$ cat src/rtl/mem_port_arbiter.sv
`default_nettype none
// ============================================================================
// Module   : mem_port_arbiter
// Brief    : Shares one synchronous memory port between instruction fetch and
//            the LSU; a tag pipeline routes read responses to their owner.
// Revision : 1.0
// ============================================================================
module mem_port_arbiter #(
    parameter int ADDR_WIDTH   = 32,
    parameter int DATA_WIDTH   = 32,
    parameter int MEM_LATENCY  = 1,
    parameter int STARVE_LIMIT = 4
) (
    input  logic                    clk,
    input  logic                    rst,
    input  logic                    if_req,
    input  logic [ADDR_WIDTH-1:0]   if_addr,
    input  logic                    if_flush,
    output logic                    if_gnt,
    output logic                    if_rvalid,
    output logic [DATA_WIDTH-1:0]   if_rdata,
    input  logic                    d_req,
    input  logic                    d_we,
    input  logic [ADDR_WIDTH-1:0]   d_addr,
    input  logic [DATA_WIDTH-1:0]   d_wdata,
    input  logic [DATA_WIDTH/8-1:0] d_be,
    output logic                    d_gnt,
    output logic                    d_rvalid,
    output logic [DATA_WIDTH-1:0]   d_rdata,
    output logic                    mem_en,
    output logic                    mem_we,
    output logic [ADDR_WIDTH-1:0]   mem_addr,
    output logic [DATA_WIDTH-1:0]   mem_wdata,
    output logic [DATA_WIDTH/8-1:0] mem_be,
    input  logic [DATA_WIDTH-1:0]   mem_rdata,
    output logic                    busy
);

    localparam logic [3:0] c_STARVE_MAX = 4'(STARVE_LIMIT);

    logic [3:0]             r_starve;
    logic                   r_iss_rd;
    logic                   r_iss_fetch;
    logic [MEM_LATENCY-1:0] r_tag_vld;
    logic [MEM_LATENCY-1:0] r_tag_fetch;
    logic                   w_fetch_win;
    logic                   w_data_win;
    logic                   w_issue_rd;

    // Data normally wins; a starved fetch or a lone fetch takes the port.
    assign w_fetch_win = rst && if_req && (!d_req || (r_starve == c_STARVE_MAX));
    assign w_data_win  = rst && d_req && !w_fetch_win;
    assign if_gnt      = w_fetch_win;
    assign d_gnt       = w_data_win;
    assign w_issue_rd  = (w_fetch_win && !if_flush) || (w_data_win && !d_we);

    always_ff @(posedge clk) begin
        if (!rst) begin
            r_starve <= '0;
        end else if (if_req && !w_fetch_win) begin
            if (r_starve != c_STARVE_MAX) begin
                r_starve <= r_starve + 4'd1;
            end
        end else begin
            r_starve <= '0;
        end
    end

    always_ff @(posedge clk) begin
        if (!rst) begin
            mem_en      <= 1'b0;
            mem_we      <= 1'b0;
            mem_addr    <= '0;
            mem_wdata   <= '0;
            mem_be      <= '0;
            r_iss_rd    <= 1'b0;
            r_iss_fetch <= 1'b0;
        end else begin
            mem_en      <= w_fetch_win || w_data_win;
            r_iss_rd    <= w_issue_rd;
            r_iss_fetch <= w_fetch_win;
            if (w_fetch_win) begin
                mem_we    <= 1'b0;
                mem_addr  <= if_addr;
                mem_wdata <= '0;
                mem_be    <= '1;
            end else if (w_data_win) begin
                mem_we    <= d_we;
                mem_addr  <= d_addr;
                mem_wdata <= d_wdata;
                mem_be    <= d_be;
            end
        end
    end

    // The issue register is the entry point; stage MEM_LATENCY-1 lines up with mem_rdata.
    always_ff @(posedge clk) begin
        if (!rst) begin
            r_tag_vld   <= '0;
            r_tag_fetch <= '0;
        end else begin
            r_tag_vld[0]   <= r_iss_rd && !(if_flush && r_iss_fetch);
            r_tag_fetch[0] <= r_iss_fetch;
            for (int i = 1; i < MEM_LATENCY; i++) begin
                r_tag_vld[i]   <= r_tag_vld[i-1] && !(if_flush && r_tag_fetch[i-1]);
                r_tag_fetch[i] <= r_tag_fetch[i-1];
            end
        end
    end

    assign if_rvalid = r_tag_vld[MEM_LATENCY-1] && r_tag_fetch[MEM_LATENCY-1] && !if_flush;
    assign d_rvalid  = r_tag_vld[MEM_LATENCY-1] && !r_tag_fetch[MEM_LATENCY-1];
    assign if_rdata  = mem_rdata;
    assign d_rdata   = mem_rdata;
    assign busy      = mem_en || (|r_tag_vld);

endmodule
`default_nettype wire

$ cat config.mk
export PLATFORM = sky130hd
export DESIGN_NAME = mem_port_arbiter
export DESIGN_NICKNAME = d
export VERILOG_FILES = /design/src/rtl/mem_port_arbiter.sv
export SDC_FILE = /design/constraint.sdc
export NUM_CORES = 1
export LEC_CHECK = 0
export ABC_AREA = 1
export ABC_CLOCK_PERIOD_IN_PS = 4500
export BUFFER_PORTS_ARGS = -buffer_cell sky130_fd_sc_hd__clkbuf_2
export CAP_MARGIN = 20
export CELL_PAD_IN_SITES_DETAIL_PLACEMENT = 1
export CELL_PAD_IN_SITES_GLOBAL_PLACEMENT = 1
export CORE_MARGIN = 2
export CORE_UTILIZATION = 29
export CTS_BUF_LIST = sky130_fd_sc_hd__clkbuf_16
export DETAILED_ROUTE_END_ITERATION = 8
export PLACE_DENSITY_LB_ADDON = 0.15
export SKIP_CTS_REPAIR_TIMING = 1
export SYNTH_ARGS = -nofsm -noshare
export SYNTH_HDL_FRONTEND = slang
export SYNTH_SLANG_ARGS = --single-unit
$ cat constraint.sdc
create_clock -name clk -period 4.5 [get_ports clk]
set_input_delay 0.225 -clock clk [delete_from_list [all_inputs] [get_ports clk]]
set_output_delay 0.225 -clock clk [all_outputs]
set_load 0.05 [all_outputs]
==> metrics.md <==
| Metric | Value |
|---|---|
| Syn Nets | around 700 |
| Fin. max-slew vios | 0 |
| Layout area overhead | 20.92% |
| Placed cells | approximately 810 |
| Cell Count, Final, Fillers Out | 830 |
| CORE AREA | roughly 0.013 sq mm |
| Adder-Cell Fraction of Synth Area | less than 1% |
| Min cycle time layout | 2867 ps |
| Final Setup Violations | 0 |
| PD cells | 402.8 mW/mm^2 |
| Total I/O pin count | ~280 |
| WP data arrival | approximately 2600 ps |
| Gp weighted congestion | between 0.7 and 0.8 |
| GR Util All Layers | approximately 16% |
| Post-route clock period utilization | 63.70% |
| Synth Warn # | 0 |
| Grt total ovfl | 0 |
| Detailed Place HPWL | 8209 microns |
| Worst slew margin | between 30% and 40% |
| Max Cap Viol | 0 |
| Type of the most critical hold path | in -> reg |
| Inserted Clock Buffers | 9 |
| Antenna-violating nets left | 0 |
| Leak | around 2.5 nW |
| Root Driver | clkbuf_16 |
| # diodes | 0 |
| Overall die height | 120.8 microns |
| Critical Path RT | 4280 ps |
| Final Instance Area | between 0.004 and 0.005 sq mm |
| Worst-Skew Late Latency | approximately 340 ps |
| CP startpoint kind | register |
| Most common library cells after synthesis | nand2_1, dfxtp_1, inv_1 |
| Placed cell areas | around 0.0045 sq mm |
| PortBufs | 180 |
| Final WL | approximately 11,000 microns |
| Die Wd | approximately 120 microns |
| Critical path class | reg -> out |
| Synthesized area | approximately 0.004 sq mm |
| Critical path endpoint category | output pin |
| Area leader, netlist | dfxtp_1 |
| Worst IR drop on VDD | 193.0 uV |
| Skew final | 6.020 ps |
| Synth cell types | 28 |
| Synth area leaders | dfxtp_1, nand2_1, buf_4, inv_1, a21oi_1 |
| Seq cells post-synth | 78 |
| Share of cells above drive strength 1 | between 30% and 40% |
| Post-synth top area share | 39.49% |
| Final Hold Vio Count | 0 |
| DRT Pass-1 Iters | 4 |
| Wirelength per Cell | 13.47 microns |
| H-Tree Depth | 3 |
| Simple-gate share of the synthesized area | 19.62% |
| Largest net degree at the start of global routing | 42 |
| Via density | ~4.3 |
| Fraction of registers with async set/reset | 0% |
| Largest family of logic cells by synthesized area | buffers and inverters |
| Mux contribution to synthesized area | 0% |
| Crit path max fanout | 38 |
| Initial core utilization | 29.74% |
| Seq/Total Area, Yosys | 39.49% |
| CTS sink cnt | 78 |
| CTS tree | built |
| Vias in the first global route | 3,631 |
| Iter 0 DRT Violations | just over 80 |
| Syn Area/Cell | ~7.2 sq um |
| Xor/xnor cell area share of the yosys netlist | less than 1% |
| Layout Nets | slightly below 800 |
| Status | complete, no violations |
| Global-route wire length before repair | approximately 18,000 microns |
| Synth Area in Compound Gates | 16.58% |
| Post-route DRC | 0 |
| Site Rows | 42 |
| Unrepaired setup endpoints after global routing | false |
| Clock tree buffer depth | 2 |
| Slew @ Worst Pin | between 900 and 1000 ps |
| Setup TNS | 0 ps |
| Synth Flop Type | dfxtp_1 |
| Fmax | ~0.35 GHz |
| Most numerous cell in the Yosys netlist | nand2_1 |
| Clock transition at path regs | ~60 ps |
| Die area | 0.01458 sq mm |
| Number of enable flip-flop cells after synthesis | 0 |
| Via count | about 3,500 |
| Antenna violations before repair | 0 |
| Gate Count Post-Synth | between 500 and 600 |
-- layer usage --
layer / part of all wire, % / track usage [%] / vias up / wire [microns]
li1: - / - / 1810 / -
met1: 47 / 20.88 / 1576 / 5290
met2: 42 / 23.02 / 146 / 4720
met3: 9.3 / 6.745 / 12 / 1042
met4: 1.1 / 4.578 / 0 / 124
met5: 0 / 0 / - / 0
-- final cells by class --
type	count	area, sq um
Tap cell	176	220.2
Clock buffer	9	225.2
Timing Repair Buffer	182	915.9
Clock inverter	7	98.84
Inverter	76	285.3
Multi-Input combinational cell	302	1474
Fill cell	1706	8514
Sequential cell	78	1562
-- cell families (layout without fill, tap and decap cells) --
group | Yosys count | count (layout)
AOI/OAI and AO/OA | 104 | 104
xor gates and xnor gates | 2 | 2
adders and majority gates | 2 | 2
DFF | 78 | 78
and+or+nand+nor | 194 | 194
buffers and inverters | 167 | 274
-- cell usage in the layout, fill, tap and decap left out, types with 2 or more instances in the layout --
| cell | n |
|---|---|
| clkbuf_2 | 180 |
| inv_1 | 73 |
| o21ai_2 | 16 |
| buf_4 | 2 |
| a21oi_1 | 49 |
| inv_2 | 3 |
| o21ai_1 | 7 |
| nor3_1 | 4 |
| bufinv_16 | 2 |
| o21ai_0 | 13 |
| nand2_2 | 7 |
| clkbuf_16 | 9 |
| nand3_1 | 3 |
| dfxtp_1 | 78 |
| nand2_1 | 158 |
| nor2_1 | 18 |
| a21oi_2 | 16 |
| clkinv_4 | 3 |
| ha_1 | 2 |
-- final timing paths --
path                            slack [ps]        start       endpoint  cells after the start
worst max-delay path                  1630  r_starve[0]          d_gnt                      8
worst min-delay path                   100         d_we       r_iss_rd                      2
worst max register to register        1940  r_starve[0]  mem_wdata[22]                      7
worst min register to register         430  r_iss_fetch    r_tag_fetch                      2
-- power by group --
group          total, W  internal (W)  switching (W)
registers      0.000756      0.000733      0.0000234
logic          0.000378      0.000104       0.000274
clock network  0.000792      0.000488       0.000304
-- sequential cells by signal, indices dropped and copies added (netlist names) --
register     count
r_tag_vld        1
r_starve         4
r_tag_fetch      1
mem_we           1
mem_addr        32
mem_en           1
r_iss_rd         1
mem_be           4
r_iss_fetch      1
mem_wdata       32
-- stage by stage --
stage	total power [W]	hold WS, ps	setup WS, ps	util, %
floorplan	0.001188	312.3	2827	-
global placement	0.001149	418.1	1766	33.52
detailed placement	0.001155	429.7	1695	33.52
CTS	0.001962	83.01	1563	35.96
global route	0.002023	87.97	1304	35.96
finish	0.001925	96.95	1633	35.96
-- critical path: stages (launching register included) --
cell	delay, ps
dfxtp_1	380
inv_1	60
ha_1	240
nand3_4	130
nand2_2	60
nand2_2	680
nand3_1	340
inv_1	120
clkbuf_2	290
(Power assumes the default switching activity.)
